--- src/rtl/lector_contador.sv ---
// lector_contador: reads four counters in turn over a request/valid handshake and latches each count.
// Optional build macro LECTOR_CONTADOR_TIMEOUT_EN adds a per-response WAIT watchdog with a sticky error flag.
module lector_contador #(
  parameter int WIDTH   = 6,
  parameter int TIMEOUT = 8
) (
  input  logic             clk,
  input  logic             reset,
  input  logic             start,
  input  logic             valid,
  input  logic [WIDTH-1:0] contador_in,
  output logic             request,
  output logic [1:0]       idx,
  output logic [WIDTH-1:0] cuenta0,
  output logic [WIDTH-1:0] cuenta1,
  output logic [WIDTH-1:0] cuenta2,
  output logic [WIDTH-1:0] cuenta3,
  output logic             busy,
  output logic             done,
  output logic             error
);

  typedef enum logic [1:0] {
    ST_IDLE,
    ST_REQ,
    ST_WAIT,
    ST_DONE
  } state_t;

  // The watchdog compares against TIMEOUT-1, so a zero timeout has no meaning.
  if (TIMEOUT < 1) begin : g_bad_timeout
    $error("lector_contador: TIMEOUT must be at least 1");
  end

  state_t           state_q, state_d;
  logic             request_q, request_d;
  logic [1:0]       idx_q, idx_d;
  logic             busy_q, busy_d;
  logic             done_q, done_d;
  logic [WIDTH-1:0] cuenta_q [4];
  logic [WIDTH-1:0] cuenta_d [4];
  logic             resp_end;
  logic [WIDTH-1:0] resp_val;

`ifdef LECTOR_CONTADOR_TIMEOUT_EN
  localparam int            CW       = $clog2(TIMEOUT + 1);
  localparam logic [CW-1:0] CNT_LAST = CW'(TIMEOUT - 1);

  logic [CW-1:0] wait_cnt_q, wait_cnt_d;
  logic          error_q, error_d;
`endif

  always_comb begin
    state_d  = state_q;
    idx_d    = idx_q;
    cuenta_d = cuenta_q;
    resp_end = 1'b0;
    resp_val = '0;
`ifdef LECTOR_CONTADOR_TIMEOUT_EN
    wait_cnt_d = wait_cnt_q;
    error_d    = error_q;
`endif

    case (state_q)
      ST_IDLE: begin
        if (start) begin
          idx_d   = 2'd0;
          state_d = ST_REQ;
`ifdef LECTOR_CONTADOR_TIMEOUT_EN
          error_d = 1'b0;
`endif
        end
      end

      ST_REQ: begin
        state_d = ST_WAIT;
`ifdef LECTOR_CONTADOR_TIMEOUT_EN
        wait_cnt_d = '0;
`endif
      end

      ST_WAIT: begin
        if (valid) begin
          resp_end = 1'b1;
          resp_val = contador_in;
        end
`ifdef LECTOR_CONTADOR_TIMEOUT_EN
        else begin
          wait_cnt_d = wait_cnt_q + 1'b1;
          // A response arriving on the expiry cycle takes the valid branch above.
          if (wait_cnt_q == CNT_LAST) begin
            resp_end = 1'b1;
            resp_val = '0;
            error_d  = 1'b1;
          end
        end
`endif
        if (resp_end) begin
          cuenta_d[idx_q] = resp_val;
          if (idx_q == 2'd3) begin
            state_d = ST_DONE;
          end else begin
            idx_d   = idx_q + 2'd1;
            state_d = ST_REQ;
          end
        end
      end

      ST_DONE: begin
        state_d = ST_IDLE;
      end

      default: begin
        state_d = ST_IDLE;
      end
    endcase

    request_d = (state_d == ST_REQ);
    busy_d    = (state_d != ST_IDLE);
    done_d    = (state_d == ST_DONE);
  end

  always_ff @(posedge clk) begin
    if (reset) begin
      state_q   <= ST_IDLE;
      request_q <= 1'b0;
      idx_q     <= 2'd0;
      busy_q    <= 1'b0;
      done_q    <= 1'b0;
      for (int i = 0; i < 4; i++) begin
        cuenta_q[i] <= '0;
      end
`ifdef LECTOR_CONTADOR_TIMEOUT_EN
      wait_cnt_q <= '0;
      error_q    <= 1'b0;
`endif
    end else begin
      state_q   <= state_d;
      request_q <= request_d;
      idx_q     <= idx_d;
      busy_q    <= busy_d;
      done_q    <= done_d;
      for (int i = 0; i < 4; i++) begin
        cuenta_q[i] <= cuenta_d[i];
      end
`ifdef LECTOR_CONTADOR_TIMEOUT_EN
      wait_cnt_q <= wait_cnt_d;
      error_q    <= error_d;
`endif
    end
  end

  assign request = request_q;
  assign idx     = idx_q;
  assign busy    = busy_q;
  assign done    = done_q;
  assign cuenta0 = cuenta_q[0];
  assign cuenta1 = cuenta_q[1];
  assign cuenta2 = cuenta_q[2];
  assign cuenta3 = cuenta_q[3];

`ifdef LECTOR_CONTADOR_TIMEOUT_EN
  assign error = error_q;
`else
  assign error = 1'b0;
`endif

endmodule

--- config.mk ---
export PLATFORM = sky130hd
export DESIGN_NAME = lector_contador
export DESIGN_NICKNAME = d
export VERILOG_FILES = /design/src/rtl/lector_contador.sv
export SDC_FILE = /design/constraint.sdc
export NUM_CORES = 1
export LEC_CHECK = 0
export BUFFER_PORTS_ARGS = -buffer_cell sky130_fd_sc_hd__buf_2
export CORE_AREA = 2 2 64 66
export DETAILED_ROUTE_END_ITERATION = 16
export DIE_AREA = 0 0 66 68
export PLACE_DENSITY_LB_ADDON = 0.3
export SYNTH_ARGS = -nofsm -noshare
export SYNTH_HDL_FRONTEND = slang
export SYNTH_SLANG_ARGS = --single-unit
--- constraint.sdc ---
create_clock -name clk -period 2.25 [get_ports clk]
set_input_delay 0.45 -clock clk [delete_from_list [all_inputs] [get_ports clk]]
set_output_delay 0.45 -clock clk [all_outputs]
set_load 0.1 [all_outputs]
# Word level (Yosys, flattened, before mapping)
# Cells that the tools add are included.
[totals]
reg_bits = 31
in_bits = 10
[op_classes]
addsub = 1
n_lt_le_gt_ge = 2
eq_ne = 9
muxes = 15
bitwise = 1
reduce_logical = 6
[op_table]
columns = ["operator", "n"]
rows = [
  ["24-bit bitwise mux", 1],
  ["6-bit 2-to-1 mux", 3],
  ["6-bit demux with 2-bit select", 1],
  ["2-bit 2-to-1 mux", 6],
  ["2-bit equality test, second input constant", 4],
  ["2-bit one-hot mux with 4 select lines", 1],
  ["2-bit != test, second input constant", 3],
  ["2-bit by 1-bit equality test with 1-bit output, second input constant", 2],
  ["2-bit one-hot mux with 2 select lines", 1],
  ["4-bit AND reduction", 1],
  ["2-bit nonzero test", 2],
  ["3-bit greater-or-equal comparator, second input constant", 1],
  ["3-bit by 1-bit < comparator with 1-bit output, second input constant", 1],
  ["2-bit inverter with 3-bit output", 1],
  ["2-bit by 1-bit adder with 2-bit output, second input constant", 1],
  ["2-bit zero test", 1],
  ["1-bit 2-to-1 mux", 2],
  ["2-bit AND reduction", 1],
  ["1-bit logical AND", 1],
]

# Longest topological paths before layout
[logic_depth]
depth_word = 6
mapped_depth = 5
depth_no_buf = 5

# Worst setup path after synthesis
# No wires, ideal clock.
[synth_path]
path_type = "flip-flop to flip-flop"
startpoint = "register idx_q[0], in the netlist idx[0]"
endpoint = "register cuenta_q, in the netlist cuenta2[0]"
arrival_time_ns = 1.836
required_ns = 2.132
setup_slack_ns = 0.296
path_stages_with_launch = 6
period_less_slack_ns = 1.954
path_cell_list = "dfxtp_1 > inv_1 > ha_1 > nand4b_4 > mux2i_1 > nor2_1"
[synth_between]
elab_chain_cells = 6
word_cells_on_any_way = 7
[synth_lines]
columns = ["element", "line", "source"]
rows = [
  ["from (decl)", "37", "logic [1:0] idx_q, idx_d;"],
  ["from (signal assigned)", "140", "idx_q <= idx_d;"],
  ["2-bit inverter with 3-bit output (not written as such) *", "99", "cuenta_d[idx_q] = resp_val;"],
  ["3-bit greater-or-equal comparator (not written as such) / 3-bit by 1-bit < comparator with 1-bit output (equally long branches)", "99", ""],
  ["1-bit logical AND (not written as such)", "99", ""],
  ["6-bit 2-to-1 mux (not written as such)", "99", ""],
  ["6-bit demux with 2-bit select *", "99", ""],
  ["24-bit bitwise mux *", "99", ""],
  ["to (signal, indexed assignment)", "144", "cuenta_q[i] <= cuenta_d[i];"],
  ["to (decl)", "40", "logic [WIDTH-1:0] cuenta_q [4];"],
]
# Every way passes the cells marked *; elsewhere a longest branch is shown, timed or not.
# A chain may end at the register's enable or synchronous reset.

# Worst setup path after layout
[layout_path]
startpoint = "register idx_q[0], in the netlist idx[0]"
endpoint = "output idx[0]"
[layout_lines]
columns = ["element", "line", "source"]
rows = [
  ["to (decl)", "13", "output logic [1:0] idx,"],
]
# No word-level cell between the ends.

==> results.md <==
Synthesis:
- During synthesis, Yosys emitted a total of 0 warnings.
- Of all cell types, the one taking the most synthesized area is dfxtp_1.
- For this run, the register share of the synthesized area comes to 48.0%.
- The synthesized netlist devotes 20.4% of its cell area to simple gates.
- The summed instance area of the synthesized netlist is 0.00129 mm².
- By area the synthesized netlist is led by dfxtp_1 (48%), mux2i_1 (19%), nor2_1 (7.5%).
- The number of enable flip-flop cells after synthesis is 0.
- After synthesis, the largest family of logic cells by area is simple AND/OR/NAND/NOR gates.
- The synthesized-area fraction occupied by ao, oa, aoi and oai cells is 4.26%.
- The number of nets in the synthesized netlist is 129.
- A synthesized cell averages 11.2 µm².
- The predominant post-synthesis flop cell is dfxtp_1.
- In the synthesized netlist the async set-or-reset flop fraction comes to 0%.
- The adder-cell area share of the yosys netlist is 3.87%.
- The synthesized design devotes to its leading area cell type 48.0% of total area.
- After synthesis the netlist holds a flip-flop and latch count of 31.
- After Yosys synthesis, XOR and XNOR cells account for 0% of the synthesized area.
- Multiplexer cells account for 18.6% of the synthesized area.
- The number of standard cells after synthesis is 115.
- Counting distinct cell types in the post-synthesis netlist gives 21.

STA:
- The number of failing hold endpoints at the final stage is 0.
- The setup TNS is 0 ps.
- At the pin with the least slew margin, the transition time is 580 ps.
- Across the routed clock network, the largest skew measured is 5.63 ps.
- The worst hold-check slack is 459 ps.
- The max-slew violation total from the final report came to 0.
- Setup violations remaining at the end of the flow were counted as 0.
- Timing would allow up to 0.627 GHz.
- Setup repair after global routing left no endpoint under its margin.
- The final critical path time including I/O delays and setup is 1600 ps.
- In the finished design, the share of the clock period the worst path needs comes to 70.9%.
- Headroom to the max-slew limit came out at 61.3%.
- The worst path setup slack after routing is 655 ps.

Finish:
- The flip-flop and latch area is 621 µm².
- The area growth from synthesis to layout is 24.6%.
- At the end of the flow, the number of nets in the layout was 167.
- In the final layout, the share of cells above drive strength 1 is 35.1%.
- The design area is 0.00161 mm².
- Fill cells in the final layout number 388.
- Summing all multi-input logic gate instances after layout gives 613 µm².
- The number of antenna diodes in the final layout is 0.

Min path:
- The path with the worst hold slack has its endpoint at cuenta3[5].
- The beginning of the worst hold path is contador_in[5].
- In this run the worst hold path is classified as in2reg.
- The number of stages on the worst hold path is 3.

Setup path:
- For flop-to-flop paths, the worst setup slack is 880 ps.
- The endpoint class of the critical path is a primary output.
- The slowest stage of the critical path belongs to the cell buf_2.
- In this run the critical register-to-register path is captured at cuenta3[0].
- The depth of the worst register-to-register path is 4.
- The critical path arrival is 1150 ps.
- The peak fanout along the critical path is 5.
- In this run the critical register-to-register path is launched from idx[0].
- The critical path goes through buf_2.
- STA puts the critical path data required time at 1800 ps.
- The largest single stage delay on the critical path is 460 ps.
- The kind of launch point of the worst setup path is a flop.
- The kind of critical path is reg2out.
- The family of cells with the greatest summed delay on the critical path is buffers and inverters.
- The count of buffer and inverter cells on the critical path is 1.

Drt:
- The first detailed-routing pass ran for 4 iterations.
- The detailed-route wire length is 2.57 mm.
- The iteration-0 DRC count of the detailed router is 42.
- The detail-routed via count per cell is 4.44.
- The DRC violation count after routing is 0.
- The detailed-route via count is 906.
- Dividing the detail-routed wire length by the instance count gives 12.6 µm.
- The remaining number of nets flagged by the antenna check after routing is 0.

Global routing:
- Global routing consumed, on the met2 layer, 19.6% of the routing resources.
- In the global route stage, met3 resource usage came out at 4.77%.
- The number of antenna violations at the first check in global routing is 0.
- Across every metal layer, demand over resource in global routing totals 12.7%.
- The met1 usage is 15.9%.
- The number of global-route vias before repair is 879.
- The global-route wire length before repair is 4.19 mm.
- Entering global routing, the biggest net connects 33 pins.
- After global routing, the most crowded layer is met2.
- Summed over all layers, the global routing overflow is 0.

Run:
- The reported max-cap violation count is 0.

Clock network:
- CTS built an H-tree with a depth of 2.
- The post-cts gate resize count is 0.
- The number of hold buffers added after CTS was 0.
- TritonCTS created 5 clock buffers.
- After clock tree synthesis, the setup repair step added 0 buffers.
- TritonCTS built the clock tree.
- The deepest clock path buffer count is 2.
- The insertion delay of the later-clocked pin in the worst-skew pair is 280 ps.
- Clock tree synthesis found a total of 31 sinks.
- The tree is rooted in a clkbuf_8.
- Clock-pin slew was measured on the worst setup and hold paths at 60 ps.

Place:
- The HPWL after detailed placement is 1.81 mm.
- At the placement stage, the worst setup path has a slack of 883 ps.
- The global placer's final weighted congestion is 0.713.
- The number of input and output port buffers inserted is 38.
- The placed instances occupy a cell area of 0.00149 mm².

Power:
- In this run the power density over the cells is 776 mW/mm².
- The total leakage power is 0.967 nW.
- The worst-case IR drop observed on VDD is 0.371 mV.
- The total power of the final layout is 0.00125 W.

Die:
- The floorplan step set the die width to 66 µm.
- The initialized floorplan defines 23 standard-cell rows.
- The placeable core region is 0.00386 mm².
- The vertical die dimension is 68 µm.
- 40 I/O pins were placed.
- The floorplan die area is 0.00449 mm².
- For this configuration, the core starts out at a cell density of 33.5%.

Status:
- The flow ran to the end, and the final reports show no timing, DRC or antenna violations.
[layer usage]
| metal | wire, µm | share of wire (%) |
|---|---|---|
| met5 | 0 | 0 |
| met4 | 17 | 0.66 |
| met3 | 193 | 7.5 |
| met1 | 1180 | 46 |
| met2 | 1180 | 46 |
[report_power, final]
group | switching [W] | internal (W) | leakage, nW | total [W]
clock | 0.000202 | 0.000358 | 0.0612 | 0.000560
sequential | 0.0000119 | 0.000558 | 0.251 | 0.000570
combinational | 0.0000900 | 0.0000295 | 0.656 | 0.000120
[final cells by class]
type / instances / share of cell area, %
inverter: 2 / 0.466
clock inverter: 2 / 2.17
timing repair buffer: 38 / 11.8
sequential: 31 / 38.5
tap: 50 / 3.88
clock buffer: 6 / 5.12
multi-input combinational: 75 / 38.0
[layout by cell type, fill, tap and decap left out, types with 2 or more instances in the layout]
master | synthesis | final
buf_2 | 3 | 38
dfxtp_1 | 31 | 31
nor2_1 | 26 | 26
mux2i_1 | 24 | 24
clkbuf_8 | 0 | 6
nand4b_4 | 4 | 4
ha_1 | 4 | 4
nand2b_1 | 3 | 3
inv_1 | 2 | 2
nor2b_1 | 2 | 2
a21oi_1 | 2 | 2
o2bb2ai_1 | 2 | 2
[cell families after synthesis]
| kind of cell | Yosys count |
|---|---|
| AOI/OAI and AO/OA | 7 |
| adders and majority gates | 4 |
| buffers and inverters | 9 |
| DFF | 31 |
| muxes | 24 |
| other | 1 |
| and+or+nand+nor | 39 |
[synthesized netlist by cell type, types with 2 or more instances]
cell type and n:
buf_6 2, ha_1 4, nand4b_4 4, inv_1 2, dfxtp_1 31, o2bb2ai_1 2
nor2_1 26, mux2i_1 24, nor2b_1 2, buf_4 2, nand2b_1 3, buf_2 3
a21oi_1 2
[how the worst max path moves through the flow]
stage,from,endpoint,slack (ps),cells past startpoint
after floorplan,idx[0],cuenta2[0],300,5
after detailed placement,idx[1],cuenta3[0],880,4
after global placement,valid,cuenta3[3],920,4
after global routing,idx[0],idx[0],590,1
final,idx[0],idx[0],650,1
after CTS,idx[0],idx[0],640,1
[sequential cells by signal, indices dropped and copies added, names as in the netlist]
register  count
busy          1
cuenta0       6
cuenta1       6
cuenta2       6
cuenta3       6
done          1
idx           2
request       1
state_q       2
[per-stage QoR]
stage	cells	util, %
finish	204	41.8
global route	204	41.8
CTS	204	41.8
detailed placement	196	38.7
global placement	196	38.7
floorplan	115	-
Note: power is estimated with default switching activity, not from simulation.
